### config.mk
export PLATFORM = sky130hd
export DESIGN_NAME = vga_line_fetcher_flat
export DESIGN_NICKNAME = d
export VERILOG_FILES = /design/src/rtl/vga_line_fetcher_if.sv /design/src/rtl/vga_line_fetcher.sv /design/src/flat_wrapper.sv
export SDC_FILE = /design/constraint.sdc
export NUM_CORES = 1
export LEC_CHECK = 0
export ABC_CLOCK_PERIOD_IN_PS = 10620
export CAP_MARGIN = 40
export CELL_PAD_IN_SITES_DETAIL_PLACEMENT = 0
export CELL_PAD_IN_SITES_GLOBAL_PLACEMENT = 2
export CORE_MARGIN = 1
export CORE_UTILIZATION = 34
export DETAILED_ROUTE_END_ITERATION = 6
export GPL_TIMING_DRIVEN = 0
export PLACE_DENSITY = 0.91
export SETUP_SLACK_MARGIN = 0.4
export SKIP_LAST_GASP = 1
export SYNTH_ARGS = -nofsm -noshare
export SYNTH_HDL_FRONTEND = slang
export SYNTH_SLANG_ARGS = --single-unit
### constraint.sdc
create_clock -name axi_clk -period 10.62 [get_ports axi_clk]
set_clock_uncertainty 0.15 [all_clocks]
set_input_delay 2.655 -clock axi_clk [delete_from_list [all_inputs] [get_ports axi_clk]]
set_output_delay 2.655 -clock axi_clk [all_outputs]
set_load 0.02 [all_outputs]
### src/rtl/vga_line_fetcher_if.sv
// AXI4 read-address / read-data channel bundle used by vga_line_fetcher.
//   master : the line fetcher (drives AR, accepts R)
//   slave  : the memory / interconnect side
// Signals: araddr, arlen, arsize, arburst, arvalid/arready,
//          rdata, rresp, rlast, rvalid/rready.
interface vga_line_fetcher_if #(
    parameter int AXI_ADDR_WIDTH = 32,
    parameter int AXI_DATA_WIDTH = 64
);
    logic [AXI_ADDR_WIDTH-1:0] araddr;
    logic [7:0]                arlen;
    logic [2:0]                arsize;
    logic [1:0]                arburst;
    logic                      arvalid;
    logic                      arready;
    logic [AXI_DATA_WIDTH-1:0] rdata;
    logic [1:0]                rresp;
    logic                      rlast;
    logic                      rvalid;
    logic                      rready;

    modport master (
        output araddr, arlen, arsize, arburst, arvalid, rready,
        input  arready, rdata, rresp, rlast, rvalid
    );

    modport slave (
        input  araddr, arlen, arsize, arburst, arvalid, rready,
        output arready, rdata, rresp, rlast, rvalid
    );
endinterface

### src/rtl/vga_line_fetcher.sv
// vga_line_fetcher: fetches one scanline per request from the DDR framebuffer
// with AXI4 INCR bursts, unpacks each beat into pixels and writes them into
// the idle half of the ping-pong line BRAMs feeding vga_controller.
//
// Ports
//   axi_clk, rst        : single clock, synchronous active-high reset
//   fb_base             : framebuffer base, latched when a line-0 fetch starts
//   vga_ready           : rising edge = display swapped buffers, fetch next line
//   line_ready          : idle buffer holds the next line
//   m_axi               : AXI4 read channels (master modport)
//   wdata/waddr/wren_1  : BRAM_1 write port (pixel addressed)
//   wdata/waddr/wren_2  : BRAM_2 write port (pixel addressed)
//   axi_err             : sticky, some beat returned rresp != OKAY
//   underrun            : sticky, a swap arrived while a fetch was running
//   underrun_cnt        : saturating underrun event count (only with
//                         UNDERRUN_CNT_EN defined)
module vga_line_fetcher #(
    parameter int AXI_ADDR_WIDTH  = 32,
    parameter int AXI_DATA_WIDTH  = 64,
    parameter int BRAM_ADDR_WIDTH = 32,
    parameter int PIXEL_WIDTH     = 16,
    parameter int LINE_PIXELS     = 800,
    parameter int FRAME_LINES     = 600,
    parameter int BURST_LEN       = 8
) (
    input  logic                       axi_clk,
    input  logic                       rst,
    input  logic [AXI_ADDR_WIDTH-1:0]  fb_base,
    input  logic                       vga_ready,
    output logic                       line_ready,
    vga_line_fetcher_if.master         m_axi,
    output logic [PIXEL_WIDTH-1:0]     wdata_1,
    output logic [BRAM_ADDR_WIDTH-1:0] waddr_1,
    output logic                       wren_1,
    output logic [PIXEL_WIDTH-1:0]     wdata_2,
    output logic [BRAM_ADDR_WIDTH-1:0] waddr_2,
    output logic                       wren_2,
    output logic                       axi_err,
    output logic                       underrun
`ifdef UNDERRUN_CNT_EN
    ,
    output logic [15:0]                underrun_cnt
`endif
);
    localparam int PPB         = AXI_DATA_WIDTH / PIXEL_WIDTH;
    localparam int BURST_BYTES = BURST_LEN * AXI_DATA_WIDTH / 8;
    localparam int LINE_BYTES  = LINE_PIXELS * PIXEL_WIDTH / 8;
    localparam int BURSTS      = LINE_PIXELS * PIXEL_WIDTH / (BURST_LEN * AXI_DATA_WIDTH);
    localparam int LW          = (FRAME_LINES > 1) ? $clog2(FRAME_LINES) : 1;
    localparam int BIW         = (BURSTS > 1) ? $clog2(BURSTS) : 1;
    localparam int BCW         = $clog2(BURST_LEN + 1);
    localparam int KW          = (PPB > 1) ? $clog2(PPB) : 1;

    localparam logic [BCW-1:0] BURST_LEN_C = BCW'(BURST_LEN);
    localparam logic [BIW-1:0] LAST_BURST  = BIW'(BURSTS - 1);
    localparam logic [LW-1:0]  LAST_LINE   = LW'(FRAME_LINES - 1);
    localparam logic [KW-1:0]  LAST_K      = KW'(PPB - 1);

    if ((LINE_PIXELS * PIXEL_WIDTH) % (BURST_LEN * AXI_DATA_WIDTH) != 0) begin : g_geom_check
        $error("vga_line_fetcher: line size is not a whole number of bursts");
    end

    typedef enum logic [1:0] {IDLE, AR, R, DONE} state_t;

    state_t                     state_q, state_d;
    logic [LW-1:0]              line_idx_q, line_idx_d;
    logic [BIW-1:0]             burst_idx_q, burst_idx_d;
    logic [BCW-1:0]             beat_cnt_q, beat_cnt_d;
    logic [AXI_ADDR_WIDTH-1:0]  base_q, base_d;
    logic [AXI_ADDR_WIDTH-1:0]  araddr_q, araddr_d;
    logic                       arvalid_q, arvalid_d;
    logic [AXI_DATA_WIDTH-1:0]  pix_buf_q, pix_buf_d;
    logic                       buf_full_q, buf_full_d;
    logic [KW-1:0]              pix_k_q, pix_k_d;
    logic [BRAM_ADDR_WIDTH-1:0] wptr_q, wptr_d;
    logic [PIXEL_WIDTH-1:0]     wdata_q, wdata_d;
    logic [BRAM_ADDR_WIDTH-1:0] waddr_q, waddr_d;
    logic                       wren_1_q, wren_1_d;
    logic                       wren_2_q, wren_2_d;
    logic                       tgt_q, tgt_d;          // 1 = BRAM_2, 0 = BRAM_1
    logic                       line_ready_q, line_ready_d;
    logic                       pending_q, pending_d;  // one queued fetch request
    logic                       boot_q, boot_d;        // first line after reset
    logic                       vga_ready_q, vga_ready_d;
    logic                       axi_err_q, axi_err_d;
    logic                       underrun_q, underrun_d;
    logic [15:0]                ucnt_q, ucnt_d;

    logic                       rise, rready, r_fire, start;
    logic [AXI_ADDR_WIDTH-1:0]  line_off;
    logic                       unused_rlast;

    assign unused_rlast = m_axi.rlast;  // beat counting decides burst end
    assign rise     = vga_ready && !vga_ready_q;
    // Accept a new beat only when the unpacker frees up this cycle.
    assign rready   = (state_q == R) && (beat_cnt_q != BURST_LEN_C) &&
                      (!buf_full_q || pix_k_q == LAST_K);
    assign r_fire   = m_axi.rvalid && rready;
    assign line_off = AXI_ADDR_WIDTH'(line_idx_q) * AXI_ADDR_WIDTH'(LINE_BYTES);

    always_comb begin
        state_d      = state_q;
        line_idx_d   = line_idx_q;
        burst_idx_d  = burst_idx_q;
        beat_cnt_d   = beat_cnt_q;
        base_d       = base_q;
        araddr_d     = araddr_q;
        arvalid_d    = arvalid_q;
        pix_buf_d    = pix_buf_q;
        buf_full_d   = buf_full_q;
        pix_k_d      = pix_k_q;
        wptr_d       = wptr_q;
        wdata_d      = wdata_q;
        waddr_d      = waddr_q;
        wren_1_d     = 1'b0;
        wren_2_d     = 1'b0;
        tgt_d        = tgt_q;
        line_ready_d = line_ready_q;
        pending_d    = pending_q;
        boot_d       = boot_q;
        vga_ready_d  = vga_ready;
        axi_err_d    = axi_err_q;
        underrun_d   = underrun_q;
        ucnt_d       = ucnt_q;
        start        = 1'b0;

        // Unpacker: emit one pixel per cycle from the low end of the beat.
        if (buf_full_q) begin
            wdata_d   = pix_buf_q[PIXEL_WIDTH-1:0];
            waddr_d   = wptr_q;
            wren_1_d  = !tgt_q;
            wren_2_d  = tgt_q;
            pix_buf_d = pix_buf_q >> PIXEL_WIDTH;
            pix_k_d   = pix_k_q + 1'b1;
            wptr_d    = wptr_q + 1'b1;
            if (pix_k_q == LAST_K) buf_full_d = 1'b0;
        end
        if (r_fire) begin
            pix_buf_d  = m_axi.rdata;
            pix_k_d    = '0;
            buf_full_d = 1'b1;
            beat_cnt_d = beat_cnt_q + 1'b1;
            if (m_axi.rresp != 2'b00) axi_err_d = 1'b1;
        end

        case (state_q)
            IDLE: if (pending_q || rise) start = 1'b1;
            AR: if (m_axi.arready) begin
                arvalid_d  = 1'b0;
                beat_cnt_d = '0;
                state_d    = R;
            end
            R: if (beat_cnt_q == BURST_LEN_C) begin
                if (burst_idx_q != LAST_BURST) begin
                    burst_idx_d = burst_idx_q + 1'b1;
                    araddr_d    = araddr_q + AXI_ADDR_WIDTH'(BURST_BYTES);
                    arvalid_d   = 1'b1;
                    state_d     = AR;
                end else if (!buf_full_q) begin
                    // Last pixel has left the unpacker.
                    state_d = DONE;
                end
            end
            DONE: begin
                state_d    = IDLE;
                line_idx_d = (line_idx_q == LAST_LINE) ? '0 : line_idx_q + 1'b1;
                tgt_d      = !tgt_q;
                if (boot_q) begin
                    // Both buffers must be filled before the first display.
                    boot_d    = 1'b0;
                    pending_d = 1'b1;
                end else if (!pending_q) begin
                    line_ready_d = 1'b1;
                end
            end
            default: state_d = IDLE;
        endcase

        if (rise && state_q != IDLE) begin
            underrun_d = 1'b1;
            pending_d  = 1'b1;
            if (ucnt_q != 16'hFFFF) ucnt_d = ucnt_q + 16'd1;
        end

        if (start) begin
            pending_d    = 1'b0;
            line_ready_d = 1'b0;
            state_d      = AR;
            arvalid_d    = 1'b1;
            burst_idx_d  = '0;
            beat_cnt_d   = '0;
            wptr_d       = '0;
            // New base only at a frame boundary.
            if (line_idx_q == '0) begin
                base_d   = fb_base;
                araddr_d = fb_base + line_off;
            end else begin
                araddr_d = base_q + line_off;
            end
        end
    end

    always_ff @(posedge axi_clk) begin
        if (rst) begin
            state_q      <= IDLE;
            line_idx_q   <= '0;
            burst_idx_q  <= '0;
            beat_cnt_q   <= '0;
            base_q       <= '0;
            araddr_q     <= '0;
            arvalid_q    <= 1'b0;
            pix_buf_q    <= '0;
            buf_full_q   <= 1'b0;
            pix_k_q      <= '0;
            wptr_q       <= '0;
            wdata_q      <= '0;
            waddr_q      <= '0;
            wren_1_q     <= 1'b0;
            wren_2_q     <= 1'b0;
            tgt_q        <= 1'b1;
            line_ready_q <= 1'b0;
            pending_q    <= 1'b1;
            boot_q       <= 1'b1;
            vga_ready_q  <= 1'b1;
            axi_err_q    <= 1'b0;
            underrun_q   <= 1'b0;
            ucnt_q       <= '0;
        end else begin
            state_q      <= state_d;
            line_idx_q   <= line_idx_d;
            burst_idx_q  <= burst_idx_d;
            beat_cnt_q   <= beat_cnt_d;
            base_q       <= base_d;
            araddr_q     <= araddr_d;
            arvalid_q    <= arvalid_d;
            pix_buf_q    <= pix_buf_d;
            buf_full_q   <= buf_full_d;
            pix_k_q      <= pix_k_d;
            wptr_q       <= wptr_d;
            wdata_q      <= wdata_d;
            waddr_q      <= waddr_d;
            wren_1_q     <= wren_1_d;
            wren_2_q     <= wren_2_d;
            tgt_q        <= tgt_d;
            line_ready_q <= line_ready_d;
            pending_q    <= pending_d;
            boot_q       <= boot_d;
            vga_ready_q  <= vga_ready_d;
            axi_err_q    <= axi_err_d;
            underrun_q   <= underrun_d;
            ucnt_q       <= ucnt_d;
        end
    end

    assign m_axi.araddr  = araddr_q;
    assign m_axi.arvalid = arvalid_q;
    assign m_axi.arlen   = 8'(BURST_LEN - 1);
    assign m_axi.arsize  = 3'($clog2(AXI_DATA_WIDTH / 8));
    assign m_axi.arburst = 2'b01;
    assign m_axi.rready  = rready;

    assign line_ready = line_ready_q;
    assign wdata_1    = wdata_q;
    assign waddr_1    = waddr_q;
    assign wren_1     = wren_1_q;
    assign wdata_2    = wdata_q;
    assign waddr_2    = waddr_q;
    assign wren_2     = wren_2_q;
    assign axi_err    = axi_err_q;
    assign underrun   = underrun_q;

`ifdef UNDERRUN_CNT_EN
    assign underrun_cnt = ucnt_q;
`else
    logic [15:0] unused_ucnt;
    assign unused_ucnt = ucnt_q;
`endif
endmodule

### src/flat_wrapper.sv
// flat-port wrapper written by rule: the top's interface ports become plain ports
module vga_line_fetcher_flat 
#(
    parameter int AXI_ADDR_WIDTH  = 32,
    parameter int AXI_DATA_WIDTH  = 64,
    parameter int BRAM_ADDR_WIDTH = 32,
    parameter int PIXEL_WIDTH     = 16,
    parameter int LINE_PIXELS     = 800,
    parameter int FRAME_LINES     = 600,
    parameter int BURST_LEN       = 8
)
  (axi_clk, rst, fb_base, vga_ready, line_ready, wdata_1, waddr_1, wren_1, wdata_2, waddr_2, wren_2, axi_err, underrun, m_axi_araddr, m_axi_arlen, m_axi_arsize, m_axi_arburst, m_axi_arvalid, m_axi_rready, m_axi_arready, m_axi_rdata, m_axi_rresp, m_axi_rlast, m_axi_rvalid);
  vga_line_fetcher_if #(.AXI_ADDR_WIDTH(AXI_ADDR_WIDTH), .AXI_DATA_WIDTH(AXI_DATA_WIDTH)) m_axi_i ();
  input  logic axi_clk;
  input  logic rst;
  input  logic [AXI_ADDR_WIDTH-1:0] fb_base;
  input  logic vga_ready;
  output logic line_ready;
  output logic [PIXEL_WIDTH-1:0] wdata_1;
  output logic [BRAM_ADDR_WIDTH-1:0] waddr_1;
  output logic wren_1;
  output logic [PIXEL_WIDTH-1:0] wdata_2;
  output logic [BRAM_ADDR_WIDTH-1:0] waddr_2;
  output logic wren_2;
  output logic axi_err;
  output logic underrun;
  output wire logic [$bits(m_axi_i.araddr)-1:0] m_axi_araddr;
  output wire logic [$bits(m_axi_i.arlen)-1:0] m_axi_arlen;
  output wire logic [$bits(m_axi_i.arsize)-1:0] m_axi_arsize;
  output wire logic [$bits(m_axi_i.arburst)-1:0] m_axi_arburst;
  output wire logic [$bits(m_axi_i.arvalid)-1:0] m_axi_arvalid;
  output wire logic [$bits(m_axi_i.rready)-1:0] m_axi_rready;
  input wire logic [$bits(m_axi_i.arready)-1:0] m_axi_arready;
  input wire logic [$bits(m_axi_i.rdata)-1:0] m_axi_rdata;
  input wire logic [$bits(m_axi_i.rresp)-1:0] m_axi_rresp;
  input wire logic [$bits(m_axi_i.rlast)-1:0] m_axi_rlast;
  input wire logic [$bits(m_axi_i.rvalid)-1:0] m_axi_rvalid;
  assign m_axi_araddr = m_axi_i.araddr;
  assign m_axi_arlen = m_axi_i.arlen;
  assign m_axi_arsize = m_axi_i.arsize;
  assign m_axi_arburst = m_axi_i.arburst;
  assign m_axi_arvalid = m_axi_i.arvalid;
  assign m_axi_rready = m_axi_i.rready;
  assign m_axi_i.arready = m_axi_arready;
  assign m_axi_i.rdata = m_axi_rdata;
  assign m_axi_i.rresp = m_axi_rresp;
  assign m_axi_i.rlast = m_axi_rlast;
  assign m_axi_i.rvalid = m_axi_rvalid;
  vga_line_fetcher #(.AXI_ADDR_WIDTH(AXI_ADDR_WIDTH), .AXI_DATA_WIDTH(AXI_DATA_WIDTH), .BRAM_ADDR_WIDTH(BRAM_ADDR_WIDTH), .PIXEL_WIDTH(PIXEL_WIDTH), .LINE_PIXELS(LINE_PIXELS), .FRAME_LINES(FRAME_LINES), .BURST_LEN(BURST_LEN)) u_core (.axi_clk(axi_clk), .rst(rst), .fb_base(fb_base), .vga_ready(vga_ready), .line_ready(line_ready), .m_axi(m_axi_i), .wdata_1(wdata_1), .waddr_1(waddr_1), .wren_1(wren_1), .wdata_2(wdata_2), .waddr_2(waddr_2), .wren_2(wren_2), .axi_err(axi_err), .underrun(underrun));
endmodule
==> results of run 1 <==
-- layer usage --
layer | up-vias | routed length (um) | GRT usage, %
li1 | 5463 | - | -
met5 | - | 0 | 0
met1 | 5014 | 16900 | 25.0
met4 | 0 | 818 | 4.70
met2 | 270 | 16600 | 31.1
met3 | 49 | 1920 | 3.66
-- worst min-delay path, cell delays in order (launching register included) --
cell	delay, ns
dfxtp_1	0.31
inv_1	0.05
a21oi_1	0.05
-- through the flow --
| step | setup slack, ns | hold WS, ns |
|---|---|---|
| final | 4.90 | 0.299 |
| after global routing | 4.47 | 0.322 |
| after CTS | 4.85 | 0.304 |
| after detailed placement | 4.73 | 0.295 |
| after global placement | 4.75 | 0.288 |
| after floorplan | 5.63 | 0.283 |
-- layout make-up --
cell class                 count  area, um^2
antenna                        1        2.50
tap                          468         586
multi-input combinational   1020        6910
fill                        3614       20000
inverter                      45         169
clock inverter                 6         105
timing repair buffer         238        2380
clock buffer                  45         905
buffer                       135         741
sequential                   242        4840
-- state kept, by name (all words and copies together) (netlist names), 2 cells and up --
signal,count
u_core.base_q,32
u_core.beat_cnt_q,4
u_core.burst_idx_q,5
u_core.line_idx_q,10
u_core.m_axi.araddr,32
u_core.pix_buf_q,64
u_core.pix_k_q,2
u_core.state_q,2
u_core.waddr_1,32
u_core.wdata_1,16
u_core.wptr_q,32
-- power by group --
part           internal (uW)  switching [uW]  leakage [uW]
Combinational            341             501       0.00379
Sequential              1040             110       0.00197
Clock                    630             394      0.000501
Total                   2010            1000       0.00625
-- cells by family (layout without fill, tap and decap cells) --
| logic type | after synthesis | count (layout) | share of synthesized area (%) |
|---|---|---|---|
| AO/OA/AOI/OAI | 223 | 223 | 11.6 |
| XOR/XNOR | 95 | 95 | 6.59 |
| other | 2 | 14 | 0.0595 |
| adder cells (fa/ha/maj) | 76 | 76 | 7.89 |
| flip-flops | 242 | 242 | 38.4 |
| AND/OR/NAND/NOR | 482 | 482 | 17.7 |
| multiplexers | 131 | 131 | 10.5 |
| buffers and inverters | 180 | 469 | 7.21 |
-- how the worst max path moves through the flow --
stage	start	to	slack [ns]	cells after the start
after CTS	u_core.line_idx_q[2]	u_core.m_axi.araddr[27]	4.85	19
after detailed placement	fb_base[18]	u_core.m_axi.araddr[27]	4.73	10
after global routing	u_core.line_idx_q[2]	u_core.m_axi.araddr[27]	4.47	19
after global placement	fb_base[18]	u_core.m_axi.araddr[27]	4.75	10
after floorplan	fb_base[8]	u_core.m_axi.araddr[26]	5.63	9
final	u_core.line_idx_q[2]	u_core.m_axi.araddr[27]	4.90	19
-- layout by cell type (no fill, tap or decap), types with 10 or more instances in the layout --
cell / synthesis / routed
nand3b_1: 17 / 17
clkbuf_8: 0 / 14
xnor2_1: 50 / 50
or3_1: 10 / 10
dfxtp_1: 242 / 242
a21oi_1: 81 / 81
a211oi_1: 71 / 71
buf_1: 10 / 10
mux2i_1: 115 / 115
clkdlybuf4s50_1: 0 / 237
xor2_1: 45 / 45
nor2_1: 193 / 193
clkbuf_1: 60 / 63
ha_1: 70 / 70
inv_1: 45 / 45
and3_1: 17 / 17
o21ai_0: 19 / 19
mux2_2: 16 / 16
conb_1: 2 / 13
buf_4: 61 / 62
nand4_1: 18 / 18
nor3_1: 21 / 21
clkbuf_16: 0 / 28
nand2_1: 134 / 134
nand3_1: 28 / 28
==> results.cfg, run 1 <==
[place]
placed_area_mm2 = 0.0156
dp_cells = 2148
place.gp.congestion = 0.855
dp_hpwl_mm = 28.1
io_buffers = 237

[timing]
finalSetupTns_ns = 0
slew_violations = 0
setup_viol = 0
slew_headroom_pct = 42.9
hold_violations = 0
rsz0062_at_grt = no
period_needed_ns = 5.72
fin_crit_sh_pct = 53.9
fmax_mhz = 175
worst_pin_slew_ns = 0.844

[detailed_routing]
ant_nets = 0
totalWireLength_mm = 36.3
drt-initial-drc-count = 550
dr.pass1.iters = 5
vias = 10796
drt-vias-per-instance = 4.91
drc = 0
post_drt_wl_per_cell_um = 16.5

[synth]
yosysTopAreaCellShare_pct = 38.4
synth-seq-area-share_pct = 38.4
syn_avg_cell_area_um2 = 8.82
synth_seq_cells = 242
synth_edf_count = 0
yosysTopAreaCell = dfxtp_1
synth-main-ff-cell = dfxtp_1
yosys-top-cells-area = dfxtp_1 (38%), mux2i_1 (9.1%), ha_1 (6.9%)
ys.warnings.count = 0
netlist_area_mm2 = 0.0126
yosysMostFrequentCell = dfxtp_1
synthArstFlopShare_pct = 0
netlist_top_cells_count = dfxtp_1 (242), nor2_1 (193), nand2_1 (134)
synthCells = 1431
netlist-cell-type-count = 66

[global_routing]
grt_usage_pct = 18.8
grt_remaining_overflow = 0
grt_pass1_wl_mm = 57.6
grt_pass1_vias = 10507
grt_max_degree = 16
antenna_found_initial = 1

[cells_and_area]
layout.cells.non_filler = 2200
final_core_util_pct = 45.5
synthToLayoutAreaGrowth_pct = 31.8
final_area_mm2 = 0.0166
fin_nets = 1890
drive_gt1_share_pct = 8.20

[critical_path]
startpoint_type = register
reg2reg_to = u_core.m_axi.araddr[27]
path_max_fanout = 7
crit_path_frequent_cell = ha_1
reg2reg_from = u_core.line_idx_q[2]
crit_buf_inv = 1
path_cells = inv_1 -> ha_1 -> ha_1 -> fa_1 -> ha_1 -> a21o_1 -> a21oi_1 -> o21bai_1 -> a21oi_1 -> o21ai_0 -> and4_1 -> nor3_1 -> ha_1 -> and3_1 -> a221oi_1 -> or3_1 -> nor4_1 -> a211o_1 -> a211oi_1
critPathRequiredTime_ns = 10.94
slowest_delay_ns = 0.53
ff2ff_setup_slack_ns = 4.90
path_class = register to register
end_kind = register
crit_slowest_cell = a221oi_1
r2r_cells = 19
crit_family = compound AO/OA/AOI/OAI gates
cp.arrival_ns = 6.04

[outcome]
status = finished clean

[die]
die_area_mm2 = 0.0379
fp.dieH_um = 195
die_w_um = 195
rows = 70
initial_core_util_pct = 34.5
fp.coreArea_mm2 = 0.0366
io_pins = 252

[power_and_ir_drop]
leakage_uw = 0.00625
ir_worst_vdd_uv = 133
total_power_uw = 3010
powerDensity_mw_per_mm2 = 181

[cts]
clk_path_buf_depth = 3
clk_latency_ns = 0.56
clkTransAtPathRegs_ns = 0.06
cts_tree = built
cts.sinks = 242
h-tree-depth = 1
cts_setup_buffers = 0
holdBufCountCts = 0
cts_made_buffers = 28
ctsResizeCount = 0
clockRootBuffer = clkbuf_16

[flow_run]
drv_cap = 0

[min_path]
hold_path_class = register to register
hp-start = u_core.axi_err
holdPathStages = 2
min_to = u_core.axi_err
No activity file was read; power rests on OpenSTA's default activity.
==> inputs of run 2 (changes only) <==
- ABC_CLOCK_PERIOD_IN_PS: 10620 -> 5700
- CORE_UTILIZATION: 34 -> 31
- PLACE_DENSITY: 0.91 -> 0.84
- clock period: 10.62 -> 5.7 ns (I/O delays scaled with it)
==> run 2 against run 1 <==
  * Core utilization decreased by 3.2 points
  * First-iteration DRC count grew 5.6%
  * Highest routed layer unchanged
  * Clock power grew 91%
  * Largest power group unchanged
  * Largest cell class unchanged
  * Fmax rose by 12%
==> results.cfg, run 2 (synthesis gave the netlist of run 1 again) <==
[die]
io_pins = 252
die_area_mm2 = 0.0415
initial_core_util_pct = 31.6
rows = 73
die_w_um = 204
fp.coreArea_mm2 = 0.0399
fp.dieH_um = 204

[global_routing]
grt_remaining_overflow = 0
grt_pass1_wl_mm = 59.2
use_met1_pct = 23.9
met3_usage_pct = 3.28
antenna_found_initial = 0
grt_pass1_vias = 10573
grt_usage_pct = 17.9
use_met2_pct = 29.6
grt_max_degree = 16
busiest_layer = met2

[cells_and_area]
final_common_cell = dfxtp_1
mostFrequentLayoutCells = dfxtp_1 (239), clkdlybuf4s50_1 (237), nor2_1 (192)
n_fill_cell = 3985
fin_nets = 1893
diodes = 0
drive_gt1_share_pct = 9.85
top_register = u_core.pix_buf_q
largest_reg_flops = 64
synthToLayoutAreaGrowth_pct = 33.7
final_area_mm2 = 0.0169
final_core_util_pct = 42.3

[critical_path]
critPathRequiredTime_ns = 6.02
crit_buf_inv = 1
slowest_delay_ns = 0.47
startpoint_type = register
end_kind = register
crit_path_frequent_cell = ha_1
crit_family = compound AO/OA/AOI/OAI gates
crit_slowest_cell = fa_1
path_cells = inv_1 -> ha_1 -> ha_1 -> fa_1 -> ha_1 -> a21o_1 -> a21oi_2 -> o21bai_1 -> a21oi_2 -> o21ai_2 -> xor2_1 -> ha_1 -> a21o_1 -> a21o_1 -> a211o_1 -> a21oi_4 -> nor4_1 -> a211o_1 -> a211oi_1
path_class = register to register
cp.arrival_ns = 5.42
path_max_fanout = 7

[flow_run]
drv_cap = 0

[detailed_routing]
drt-vias-per-instance = 4.75
dr.pass1.iters = 5
post_drt_wl_per_cell_um = 16.6
vias = 10736
drt-initial-drc-count = 581
ant_nets = 0
totalWireLength_mm = 37.6
drc = 0

[timing]
slew_headroom_pct = 43.7
fin_crit_sh_pct = 89.4
period_needed_ns = 5.10
worst_pin_slew_ns = 0.833
slew_violations = 0
setup_viol = 0
rsz0062_at_grt = no
setup_slack_ns = 0.603
hold_violations = 0
fmax_mhz = 196

[cts]
cts_made_buffers = 29
cts_tree = built
clkTransAtPathRegs_ns = 0.06
clk_path_buf_depth = 3
clockRootBuffer = clkbuf_16
h-tree-depth = 1
clk_latency_ns = 0.57
cts.sinks = 242

[outcome]
status = finished clean

[power_and_ir_drop]
powerDensity_mw_per_mm2 = 336
ir_worst_vdd_uv = 249
leakage_uw = 0.00629

[place]
place.gp.congestion = 0.821
placed_area_mm2 = 0.0157
place_ws_ns = -0.0722
io_buffers = 237
dp_hpwl_mm = 29.1

[min_path]
hold_path_class = register to register
-- run 2: path summary, 6_finish.rpt --
check                       start                       to  slack, ns  depth (start not counted)
max          u_core.line_idx_q[3]  u_core.m_axi.araddr[27]       0.60                         19
min reg2reg      u_core.base_q[6]         u_core.base_q[6]       0.30                          2
min              u_core.base_q[6]         u_core.base_q[6]       0.30                          2
max reg2reg  u_core.line_idx_q[3]  u_core.m_axi.araddr[27]       0.60                         19
-- run 2: per-stage QoR --
stage | power, uW | hold WS, ns | setup TNS, ns | std cells
3_3_place_gp | 3730 | 0.288 | -0.0250 | 2204
4_1_cts | 5740 | 0.302 | 0 | 2259
2_1_floorplan | 3090 | 0.283 | 0 | 1442
3_5_place_dp | 3760 | 0.293 | -0.129 | 2205
6_report | 5670 | 0.301 | 0 | 2261
5_1_grt | 5980 | 0.324 | 0 | 2261
-- run 2: worst register-to-register path, delay by kind of cell (launching register included) --
family,cells,cell delay [ns]
buf+inv,1,0.08
flops,1,0.40
compound gates,11,2.32
fa+ha+maj,5,1.75
xor+xnor,1,0.17
simple gates,1,0.11
-- run 2: power by group --
group / switching (uW) / internal, uW / total, uW / leakage, uW
clock network: 769 / 1180 / 1950 / 0.000506
registers: 209 / 1930 / 2140 / 0.00197
logic: 943 / 642 / 1580 / 0.00382
total: 1920 / 3750 / 5670 / 0.00629
-- run 2: final cells by class --
type,instances,area [um^2],area share (%)
buffer,135,743,4.40
clock buffer,36,802,4.75
clock inverter,18,214,1.27
inverter,45,169,1.00
multi-input combinational,1020,7040,41.7
sequential,242,4850,28.7
tap,525,657,3.89
timing repair buffer,240,2400,14.2
-- run 2: repair_timing --
item,4_1_cts,5_1_grt
hold buffers,0,0
pin swaps,1,5
setup endpoints to repair,7,14
gates resized for setup,16,18
endpoints found under the hold margin,0,0
buffers inserted,0,2
-- run 2: metal layers --
metal / part of all wire (%) / vias up
met5: 0 / -
met4: 2.0 / 0
met3: 5.5 / 45
met2: 45 / 263
met1: 47 / 4983
li1: - / 5445
==> inputs of run 3 (changes only) <==
- TNS_END_PERCENT: not set -> 1
==> run 3 against run 2 <==
  * Clock-buffer cell count did not move
  * Worst hold slack barely moved
  * Register-to-register slack barely moved
  * Critical endpoint unchanged
  * Highest routed layer unchanged
==> results.cfg, run 3 (synthesis gave the netlist of run 1 again) <==
[outcome]
status = finished clean

[detailed_routing]
drc = 0
totalWireLength_mm = 37.6
drt-vias-per-instance = 4.76
vias = 10747
post_drt_wl_per_cell_um = 16.6
dr.pass1.iters = 5
ant_nets = 0
drt-initial-drc-count = 568

[cells_and_area]
fin_nets = 1892
final_common_cell = dfxtp_1
final_core_util_pct = 42.2
final_area_mm2 = 0.0169
drive_gt1_share_pct = 9.63
top_register = u_core.pix_buf_q
n_fill_cell = 3987
synthToLayoutAreaGrowth_pct = 33.5
mostFrequentLayoutCells = dfxtp_1 (240), clkdlybuf4s50_1 (237), nor2_1 (192)
diodes = 0
largest_reg_flops = 64

[cts]
clk_latency_ns = 0.57
clockRootBuffer = clkbuf_16
holdBufCountCts = 0
h-tree-depth = 1
cts.sinks = 242
cts_made_buffers = 29
clk_path_buf_depth = 3
clkTransAtPathRegs_ns = 0.06
cts_tree = built

[timing]
finalSetupTns_ns = 0
setup_slack_ns = 0.597
hold_violations = 0
slew_headroom_pct = 43.7
setup_viol = 0
rsz0062_at_grt = yes
period_needed_ns = 5.10
fin_crit_sh_pct = 89.5
fmax_mhz = 196
slew_violations = 0
worst_pin_slew_ns = 0.833

[critical_path]
path_class = register to register
crit_path_frequent_cell = ha_1
slowest_delay_ns = 0.47
path_cells = inv_1 -> ha_1 -> ha_1 -> fa_1 -> ha_1 -> a21o_1 -> a21oi_2 -> o21bai_1 -> a21oi_2 -> o21ai_2 -> xor2_1 -> ha_1 -> a21o_1 -> a21o_1 -> a211o_1 -> a21oi_4 -> nor4_1 -> a211o_1 -> a211oi_1
path_max_fanout = 7
cp.arrival_ns = 5.42
crit_slowest_cell = fa_1
startpoint_type = register
critPathRequiredTime_ns = 6.02
end_kind = register

[power_and_ir_drop]
ir_worst_vdd_uv = 248
p_seq_share_pct = 37.7
p_int_uw = 3750
powerDensity_mw_per_mm2 = 337
leakage_uw = 0.00629
power_frac_clock_pct = 34.4
power_switching_uw = 1920
combinationalPowerShare_pct = 27.9
swShare_pct = 33.8

[die]
io_pins = 252
fp.dieH_um = 204
initial_core_util_pct = 31.6
die_w_um = 204
die_area_mm2 = 0.0415
rows = 73
fp.coreArea_mm2 = 0.0399

[global_routing]
busiest_layer = met2
grt_usage_pct = 17.9
grt_pass1_vias = 10573
grt_pass1_wl_mm = 59.2
use_met2_pct = 29.6
grt_max_degree = 16
use_met1_pct = 23.9
antenna_found_initial = 0
grt_remaining_overflow = 0
met3_usage_pct = 3.28

[place]
placed_area_mm2 = 0.0157
dp_hpwl_mm = 29.1
io_buffers = 237
place.gp.congestion = 0.821
place_ws_ns = -0.0722

[flow_run]
drv_cap = 0

[min_path]
hold_path_class = register to register
## run 3: cell types whose count changed in the layout (fill, tap and decap cells not counted)
cell,change
dfxtp_1,+1
nor4_1,+2
buf_4,-1
dfxtp_4,-1
nor4_2,-2
## run 3: per-layer routing
metal,part of all wire [%],vias up
met3,5.3,45
met2,46,260
met1,47,4993
met5,0,-
li1,-,5449
met4,1.9,0
## run 3: critical path, delay by kind of cell (launching register included)
kind | cells | cell delay, ns
AO/OA/AOI/OAI | 11 | 2.31
XOR/XNOR | 1 | 0.18
adder cells (fa/ha/maj) | 5 | 1.77
buffers and inverters | 1 | 0.08
flip-flops | 1 | 0.39
AND/OR/NAND/NOR | 1 | 0.10
## run 3: power by group through the flow
| stage | registers [uW] | clock network [uW] | logic, uW |
|---|---|---|---|
| final | 2140 | 1950 | 1580 |
| after global routing | 2170 | 2070 | 1740 |
| after CTS | 2140 | 2000 | 1600 |
| after detailed placement | 2170 | 0 | 1590 |
| after global placement | 2170 | 0 | 1560 |
| after floorplan | 2220 | 0 | 871 |
## run 3: area by class of cell
type                            instances  area, um^2  share of cell area [%]
Tap cell                              525         657                    3.90
Multi-Input combinational cell       1020        7030                    41.7
Buffer                                135         743                    4.41
Sequential cell                       242        4850                    28.8
Clock buffer                           36         802                    4.76
Inverter                               45         169                    1.00
Timing Repair Buffer                  239        2390                    14.2
Clock inverter                         18         214                    1.27
## run 3: worst paths after layout
kind                             end                 start  depth (start not counted)  slack, ns
max          u_core.m_axi.araddr[27]  u_core.line_idx_q[2]                         19       0.60
min                 u_core.base_q[6]      u_core.base_q[6]                          2       0.30
min reg2reg         u_core.base_q[6]      u_core.base_q[6]                          2       0.30
max reg2reg  u_core.m_axi.araddr[27]  u_core.line_idx_q[2]                         19       0.60
## run 3: per-stage QoR
step / instances / power [uW] / hold slack (ns)
2_1_floorplan: 1442 / 3090 / 0.283
3_3_place_gp: 2204 / 3730 / 0.288
3_5_place_dp: 2205 / 3760 / 0.293
4_1_cts: 2259 / 5740 / 0.302
5_1_grt: 2260 / 5980 / 0.324
6_report: 2260 / 5670 / 0.301
## run 3: timing repair
| action | CTS | global route |
|---|---|---|
| cloned | 0 | 0 |
| setup endpoints to repair | 7 | 14 |
| setup buffers | 0 | 1 |
| resized for setup | 16 | 14 |
| pin swaps | 1 | 3 |
